[src/rtl/icache_fetcher_pkg.sv]
// Shared definitions for the instruction fetcher: widths, reset PC default,
// FSM state encodings and the sequential-PC helper.
package icache_fetcher_pkg;

  localparam int XLEN    = 32;
  localparam int INSTR_W = 32;

  localparam logic [XLEN-1:0] RESET_PC_DEFAULT = 32'h0000_0000;

  // Fetch FSM encodings, kept as plain constants for older tools
  localparam logic [1:0] ST_LOOKUP = 2'd0;
  localparam logic [1:0] ST_REQ    = 2'd1;
  localparam logic [1:0] ST_WAIT   = 2'd2;

  // Sequential fetch address; wraps naturally at 2^32
  function automatic logic [XLEN-1:0] next_pc(input logic [XLEN-1:0] pc);
    return pc + 32'd4;
  endfunction

endpackage

[src/rtl/icache_fetcher_array.sv]
// Direct-mapped, one-word-per-line storage for the fetcher: valid/tag/data,
// combinational read by index and a single write port. Only the valid bits
// are reset; tag and data contents are meaningless until their line is valid.
module icache_fetcher_array
  import icache_fetcher_pkg::*;
#(
  parameter int LINES = 64,
  parameter int IDX_W = 6,
  parameter int TAG_W = 24
) (
  input  logic               clk_in,
  input  logic               rst_n_in,
  input  logic [IDX_W-1:0]   rd_idx,
  output logic               rd_valid,
  output logic [TAG_W-1:0]   rd_tag,
  output logic [INSTR_W-1:0] rd_data,
  input  logic               wr_en,
  input  logic [IDX_W-1:0]   wr_idx,
  input  logic [TAG_W-1:0]   wr_tag,
  input  logic [INSTR_W-1:0] wr_data
);

  logic [LINES-1:0]   valid;
  logic [TAG_W-1:0]   tag_mem  [LINES];
  logic [INSTR_W-1:0] data_mem [LINES];

  assign rd_valid = valid[rd_idx];
  assign rd_tag   = tag_mem[rd_idx];
  assign rd_data  = data_mem[rd_idx];

  // Valid bits: cleared by reset, set when a refill lands in the line
  always_ff @(posedge clk_in or negedge rst_n_in) begin
    if (!rst_n_in) begin
      valid <= '0;
    end else if (wr_en) begin
      valid[wr_idx] <= 1'b1;
    end
  end

  // Tag and data payload: unconditional overwrite of the indexed line
  always_ff @(posedge clk_in) begin
    if (wr_en) begin
      tag_mem[wr_idx]  <= wr_tag;
      data_mem[wr_idx] <= wr_data;
    end
  end

endmodule

[src/rtl/icache_fetcher.sv]
// Instruction fetcher: owns the fetch PC, looks it up in a small direct-mapped
// cache and pushes one instruction per cycle into the IF queue while it has
// room. Misses issue a single word read to mem_ctrl and re-look-up after the
// refill. A ROB redirect reloads the PC at once; an in-flight refill is left to
// complete into the cache but its word is never pushed.
module icache_fetcher
  import icache_fetcher_pkg::*;
#(
  parameter int              ICACHE_LINES = 64,
  parameter logic [XLEN-1:0] RESET_PC     = RESET_PC_DEFAULT
) (
  input  logic               clk_in,
  input  logic               rst_n_in,
  input  logic               rdy_in,
  input  logic               if_not_full_in,
  input  logic               rob_jump_in,
  input  logic [XLEN-1:0]    rob_jump_pc_in,
  output logic               mem_req_valid,
  output logic [XLEN-1:0]    mem_req_addr,
  input  logic               mem_req_ready,
  input  logic               mem_resp_valid,
  input  logic [INSTR_W-1:0] mem_resp_data,
  output logic               icache_have_input,
  output logic [INSTR_W-1:0] icache_instr,
  output logic [XLEN-1:0]    icache_instr_pc
);

  localparam int IDX   = $clog2(ICACHE_LINES);
  localparam int TAG_W = XLEN - IDX - 2;

  logic [1:0]         state;
  logic [XLEN-1:0]    pc;
  logic [XLEN-1:0]    miss_addr;
  logic [XLEN-1:0]    jump_pc;
  logic               rd_valid;
  logic [TAG_W-1:0]   rd_tag;
  logic [INSTR_W-1:0] rd_data;
  logic               hit;
  logic               fill_en;

  // Redirect targets are forced word aligned so pc[1:0] stays 00
  assign jump_pc = rob_jump_pc_in & ~32'h3;

  assign hit     = rd_valid && (rd_tag == pc[XLEN-1:IDX+2]);
  assign fill_en = rdy_in && (state == ST_WAIT) && mem_resp_valid;

  // miss_addr is frozen from the miss until the next miss, so it doubles as
  // the stable request address
  assign mem_req_addr = miss_addr;

  icache_fetcher_array #(
    .LINES (ICACHE_LINES),
    .IDX_W (IDX),
    .TAG_W (TAG_W)
  ) u_array (
    .clk_in   (clk_in),
    .rst_n_in (rst_n_in),
    .rd_idx   (pc[IDX+1:2]),
    .rd_valid (rd_valid),
    .rd_tag   (rd_tag),
    .rd_data  (rd_data),
    .wr_en    (fill_en),
    .wr_idx   (miss_addr[IDX+1:2]),
    .wr_tag   (miss_addr[XLEN-1:IDX+2]),
    .wr_data  (mem_resp_data)
  );

  // Fetch FSM, PC and registered push/request outputs; rdy_in low freezes all of it
  always_ff @(posedge clk_in or negedge rst_n_in) begin
    if (!rst_n_in) begin
      state             <= ST_LOOKUP;
      pc                <= RESET_PC;
      miss_addr         <= '0;
      mem_req_valid     <= 1'b0;
      icache_have_input <= 1'b0;
      icache_instr      <= '0;
      icache_instr_pc   <= '0;
    end else if (rdy_in) begin
      icache_have_input <= 1'b0;
      case (state)
        ST_LOOKUP: begin
          if (rob_jump_in) begin
            pc <= jump_pc;
          end else if (hit) begin
            if (if_not_full_in) begin
              icache_have_input <= 1'b1;
              icache_instr      <= rd_data;
              icache_instr_pc   <= pc;
              pc                <= next_pc(pc);
            end
          end else begin
            miss_addr     <= pc;
            mem_req_valid <= 1'b1;
            state         <= ST_REQ;
          end
        end
        ST_REQ: begin
          if (rob_jump_in) begin
            pc <= jump_pc;
          end
          if (mem_req_ready) begin
            mem_req_valid <= 1'b0;
            state         <= ST_WAIT;
          end
        end
        ST_WAIT: begin
          if (rob_jump_in) begin
            pc <= jump_pc;
          end
          if (mem_resp_valid) begin
            state <= ST_LOOKUP;
          end
        end
        default: begin
          mem_req_valid <= 1'b0;
          state         <= ST_LOOKUP;
        end
      endcase
    end
  end

endmodule

[config.mk]
export PLATFORM = sky130hd
export DESIGN_NAME = icache_fetcher
export DESIGN_NICKNAME = d
export VERILOG_FILES = /design/src/rtl/icache_fetcher_pkg.sv /design/src/rtl/icache_fetcher_array.sv /design/src/rtl/icache_fetcher.sv
export SDC_FILE = /design/constraint.sdc
export NUM_CORES = 2
export LEC_CHECK = 0
export BUFFER_PORTS_ARGS = -buffer_cell sky130_fd_sc_hd__buf_4
export CORE_ASPECT_RATIO = 1.2
export CORE_MARGIN = 2
export CORE_UTILIZATION = 65
export CTS_CLUSTER_SIZE = 30
export DETAILED_ROUTE_END_ITERATION = 7
export MAX_ROUTING_LAYER = met4
export PLACE_DENSITY_LB_ADDON = 0.3
export SETUP_SLACK_MARGIN = 0.2
export SLEW_MARGIN = 0
export SYNTH_ARGS = -nofsm -noshare
export SYNTH_HDL_FRONTEND = slang
export SYNTH_SLANG_ARGS = --single-unit
[constraint.sdc]
create_clock -name clk_in -period 10.8 [get_ports clk_in]
set_input_delay 3.24 -clock clk_in [delete_from_list [all_inputs] [get_ports clk_in]]
set_output_delay 3.24 -clock clk_in [all_outputs]
set_load 0.01 [all_outputs]
* After elaboration in Yosys (flattened, before gate mapping) *
Memory sizes are Yosys's and may differ from the RTL's. A register that Yosys moved wholly into a read port is not among the register bits.
Index checks and enable logic that the tools add are counted.

word-level totals
  memories kept = 2
  flip-flop bits (word level) = 164
  bits in writable memories = 3,584
  output and inout bits = 98
  input port bits = 71
  word-level logic and storage cells = 64

cells by class
  eq/ne operators = 10
  multiplexer cells = 24
  add/sub/neg operators = 1
  order comparisons = 3
  bitwise gates (word level) = 4
  reductions and logical operators = 13

memories
  memory            words  width  rd ports  clocked after Yosys merged registers in  write ports  RTL line                    text
  u_array.data_mem  64     32     1         1                                        1            icache_fetcher_array.sv:25  logic [INSTR_W-1:0] data_mem [LINES];
  u_array.tag_mem   64     24     1         0                                        1            icache_fetcher_array.sv:24  logic [TAG_W-1:0] tag_mem [LINES];

operators with widths
  operator                                                number
  two-way mux 32 bit                                      4
  OR 64 bit                                               1
  one-hot mux 32 bit (2 select lines)                     1
  adder 32 x 3 -> 32 bit (second input constant)          1
  == test 24 bit                                          1
  AND reduction 5 bit                                     4
  < comparator 6 x 7 -> 1 bit (second input constant)     2
  two-way mux 1 bit                                       11
  two-way mux 2 bit                                       4
  inequality test 2 bit (second input constant)           4
  binary-select mux 1 bit (select 6 bit)                  1
  demux 1 bit (select 6 bit)                              1
  >= comparator 6 x 1 -> 1 bit (second input constant)    1
  inequality test 3 bit (second input constant)           2
  one-hot mux 2 bit (3 select lines)                      1
  logical AND 1 bit                                       4
  AND reduction 4 bit                                     1
  inverter 1 bit                                          3
  one-hot mux 1 bit (3 select lines)                      1
  == test 2 x 1 -> 1 bit (second input constant)          1
  == test 2 bit (second input constant)                   1
  zero test 2 bit                                         1
  inequality test 2 x 1 -> 1 bit (second input constant)  1
  nonzero test 2 bit                                      1
  2 further kinds                                         2

* Longest topological paths before layout *
  word-level depth = 6
  mapped depth = 19

* Cells and area by module *
Synthesis repeated with hierarchy kept, for this count alone.

unflattened totals
  cell total of the unflattened synthesis = 6,804
  area total of the unflattened synthesis = 145,744.8 sq um

by module, submodules not included
  module                area each (sq um)  times used  cells an instance
  icache_fetcher_array  139,537.6          1           6,299
  icache_fetcher        6,207.2            1           505

* Worst setup path before layout *
Ideal clock, no wire load.

  kind = input to register
  from = input port mem_resp_valid
  to = memory u_array.data_mem[31][0] (enable)
  stages on the path = 4
  path buffers = 0
  required time = 10,329 ps
  library setup time = 471 ps
  slack = 4,177 ps
  arrival = 6,151 ps
  cells stage by stage = nand3_1 > nor2_1 > nand3_1 > nor2_1

on the way
  longest elaborated chain between the ends = 3

ends and longest elaborated chain
  item                                     RTL line                    text
  start: declaration                       icache_fetcher.sv:21        input logic mem_resp_valid,
  logical AND 1 bit                        icache_fetcher.sv:45        assign fill_en = rdy_in && (state == ST_WAIT) && mem_resp_valid;
  two-way mux 1 bit                        icache_fetcher_array.sv:42  if (wr_en) begin
  two-way mux 1 bit (not written as such)  icache_fetcher_array.sv:44  data_mem[wr_idx] <= wr_data;
  end: declaration                         icache_fetcher_array.sv:25

No other way between the ends.

* Final worst setup path *
  from = register pc[2]
  to = register icache_instr[29], read port of u_array.data_mem

on the way
  longest elaborated chain between the ends = 4
  elaborated cells on any way between the ends = 6
  classes of those cells = 1 x eq/ne; 2 x mux; 2 x reduce/logical; 1 x memory

ends and longest elaborated chain
  item                                                                                 RTL line                                          text
  start: declaration                                                                   icache_fetcher.sv:32                              logic [XLEN-1:0] pc;
  start signal: assignment                                                             icache_fetcher.sv:83                              pc <= jump_pc;
  start signal: assignment                                                             icache_fetcher.sv:89                              pc <= next_pc(pc);
  start signal: assignment                                                             icache_fetcher.sv:99                              pc <= jump_pc;
  memory read (64 x 24 bit) or binary-select mux 1 bit (select 6 bit) (tied branches)  --
  == test 24 bit or two-way mux 1 bit (tied branches)                                  icache_fetcher.sv:44, icache_fetcher_array.sv:27
  logical AND 1 bit                                                                    icache_fetcher.sv:44                              assign hit = rd_valid && (rd_tag == pc[XLEN-1:IDX+2]);
  AND reduction 5 bit (no source line)                                                 --
  end: declaration                                                                     icache_fetcher.sv:24                              output logic [INSTR_W-1:0] icache_instr,

Several ways; a longest one is shown, not always the timed one. The select of a mux whose other input is x is not followed.
A chain may end at the register's enable or synchronous reset.

==> out/metrics.yaml <==
status: "complete, but fails checks"
violations: "max-capacitance violations, max-slew violations"
cts_htree_levels: 5
arrival_ns: 8.59
post_dp_cell_area_um2: 150600
cts_resized: 0
grt_pass1_wl_mm: 608.2
dieArea_um2: 227000
reg2regPathDepth: 12
routed_wl_mm: 441.5
report.final.slew_viol_count: 30
grtUsageMet2: 0.6106
async_reset_ff_frac: 0.05034
synth-edff-count: 3584
ios: 169
cts_tree: "yes"
grt_setup_unrepaired: "no"
final_common_cell: "edfxtp_1"
vdd_ir_drop_max_uv: 256.1
dpl.hpwl_mm: 207.6
worstMarginPinSlew_ns: 1.574
die_w_um: 435.3
fin_crit_sh: 0.7241
reg2reg_from: "pc[2]$_DFFE_PN0P_"
grt.busiest_layer: "met2"
cp.required_ns: 11.57
critPathKind: "reg2reg"
hp-class: "reg2reg"
finalClockSkew_ns: 0.06495
fp-row-count: 190
drive_gt1_frac: 0.3004
antenna_found_initial: 22
postRouteAntennaNets: 0
cts_root_buffer: "clkbuf_16"
area.growth.synth_to_final_pct: 11.53
track_usage: 0.4049
p_per_area_nw_per_um2: 251.0
synth_flop_cell: "edfxtp_1"
critPathCaptureType: "register"
finalSetupViolCount: 0
firstDrtPassIters: 8
maxSlewHeadroom: -0.05192
ys.warnings.count: 0
place_congestion: 0.8668
nNetsFinal: 6742
final_area_um2: 161800
yosysTopAreaCell: "edfxtp_1"
yosys-top-cells-area: "edfxtp_1 74%, mux4_2 16%, dfrtp_1 3.3%, mux2i_1 1.2%, mux2_1 0.55%"
hold_viol_final: 0
clock_path_buffers: 4
leakagePower_uw: 0.05142
final_cell_mix: "3584 x edfxtp_1, 1004 x mux4_2, 354 x clkbuf_16, 327 x buf_4, 181 x mux2i_1"
r2r_slack_ns: 2.98
ys_seq_area_frac: 0.7746
period_needed_ns: 7.820
min_from: "u_array.valid[13]$_DFFE_PN0P_"
start_util: 0.6520
fmax_mhz: 127.9
cts.sinks: 3774
maxCapViolCount: 2
synth-seq-cells: 3774
start_kind: "register"
clk_pin_slew_ns: 0.06
holdPathStages: 1
synth.avg_cell_area_um2: 22.96
netlist.area_leader.share: 0.7418
r2r-end: "icache_instr[29]$_DFFE_PN0P_"
die_y_um: 521.5
crit_fanout: 50
vias_per_cell: 7.812
routedWlPerCell_um: 44.38
drt_iter0_markers: 15600
syn_area_um2: 145100
use_met3: 0.1050
ctsHoldBuffers: 0
coreArea_um2: 222500
grt_pass1_vias: 76820
tns_ns: 0
overflow: 0
hold_end: "u_array.valid[13]$_DFFE_PN0P_"
drc_errors: 0
io_buffers: 162
grt_max_degree: 161
synthCells: 6320
synth_cell_types: 70
grt_use_met1: 0.4997
cts_buffers: 348
post_cts_buffers: 0
num_vias: 77720
clock_latency_ns: 0.92
worst max-delay path: stages (launching register included):
cell      delay (ns)
dfrtp_4         0.94
buf_4           0.95
mux4_2          0.64
a221oi_1        0.32
o21ai_0         0.24
a32oi_1         0.60
xnor2_1         0.19
nor4_1          0.75
nand4_1         0.41
nor4_4          0.43
and4b_4         0.79
buf_4           0.66
mux2_1          0.39
cells in the mapped netlist (7+ instances only):
cell type	count
edfxtp_1	3584
mux4_2	1004
clkbuf_1	202
dfrtp_1	190
mux2i_1	181
nand2_1	127
nor2_1	118
mux2_1	71
or2_2	71
a22oi_1	68
a21oi_1	63
buf_1	62
nand3_1	45
mux2_2	42
buf_2	37
buf_4	35
o221ai_1	30
o22ai_1	29
o21ai_0	26
nor3_1	22
buf_6	20
a211oi_1	16
a31oi_1	16
inv_1	16
nand4_1	16
o211ai_1	15
a22o_1	14
a221oi_1	12
nand3b_1	12
o31ai_1	12
a211o_1	11
xnor2_1	11
a32oi_1	10
nand2b_1	10
nor4_1	10
and3_1	9
or3_1	9
nor2b_1	8
a221o_1	7
a311oi_1	7
or3b_2	7
sequential cells by signal, indices dropped and copies added, names as in the netlist:
| name | flops |
|---|---|
| state | 2 |
| pc | 30 |
| icache_instr | 32 |
| u_array.valid | 64 |
| icache_instr_pc | 30 |
| u_array.tag_mem | 1536 |
| u_array.data_mem | 2048 |
| mem_req_valid | 1 |
| icache_have_input | 1 |
| mem_req_addr | 30 |
where the power goes:
group	internal [uW]	total, uW	switching (uW)	leakage (uW)
registers	16900	17400	534	0.0344
logic	4580	10900	6280	0.0116
clock network	6860	12400	5490	0.00544
total	28300	40600	12300	0.0514
per-layer routing:
| metal | share of wire | vias to the layer above |
|---|---|---|
| met5 | 0 | - |
| li1 | - | 27590 |
| met1 | 0.31 | 39920 |
| met3 | 0.14 | 1890 |
| met2 | 0.48 | 8323 |
| met4 | 0.077 | 0 |
per-stage QoR:
| step | setup WS, ns | utilization | instances | total power [uW] | hold WS [ns] |
|---|---|---|---|---|---|
| after detailed placement | 3.346 | 0.6769 | 9292 | 28060 | 0.4499 |
| after global placement | 3.463 | 0.6769 | 9292 | 27820 | 0.4459 |
| after floorplan | 4.177 | - | 6323 | 24600 | 0.4337 |
| after CTS | 3.209 | 0.7269 | 9923 | 40440 | 0.4665 |
| final | 2.980 | 0.7272 | 9949 | 40620 | 0.4665 |
| after global routing | 2.906 | 0.7271 | 9941 | 41380 | 0.4749 |
cell families after synthesis:
logic type / after synthesis / synth area share
xor gates and xnor gates: 15 / 0.0009055
other: 1 / 0.00002585
muxes: 1298 / 0.1771
and+or+nand+nor: 489 / 0.01689
adders and majority gates: 5 / 0.0004312
DFF: 3774 / 0.7746
buffers and inverters: 375 / 0.01196
AOI/OAI and AO/OA: 363 / 0.01811
how the worst max path moves through the flow:
stage                            startpoint                           endpoint  slack, ns  cells after the start
after floorplan              mem_resp_valid  u_array.data_mem[31][0]$_DFFE_PP_       4.18                      4
after global placement    pc[2]$_DFFE_PN0P_       icache_instr[31]$_DFFE_PN0P_       3.46                     12
after detailed placement  pc[5]$_DFFE_PN0P_        icache_instr[3]$_DFFE_PN0P_       3.35                     12
after CTS                 pc[2]$_DFFE_PN0P_        icache_instr[3]$_DFFE_PN0P_       3.21                     12
after global routing      pc[2]$_DFFE_PN0P_       icache_instr[31]$_DFFE_PN0P_       2.91                     12
final                     pc[2]$_DFFE_PN0P_       icache_instr[29]$_DFFE_PN0P_       2.98                     12
final cells by class:
type	count	area [um2]
Sequential cell	3774	112400
Clock buffer	438	9284
Tap cell	2976	3724
Fill cell	11510	60700
Inverter	19	81.33
Antenna cell	26	65.06
Multi-Input combinational cell	2174	31510
Clock inverter	193	1839
Timing Repair Buffer	349	2890
(Power assumes the default switching activity.)
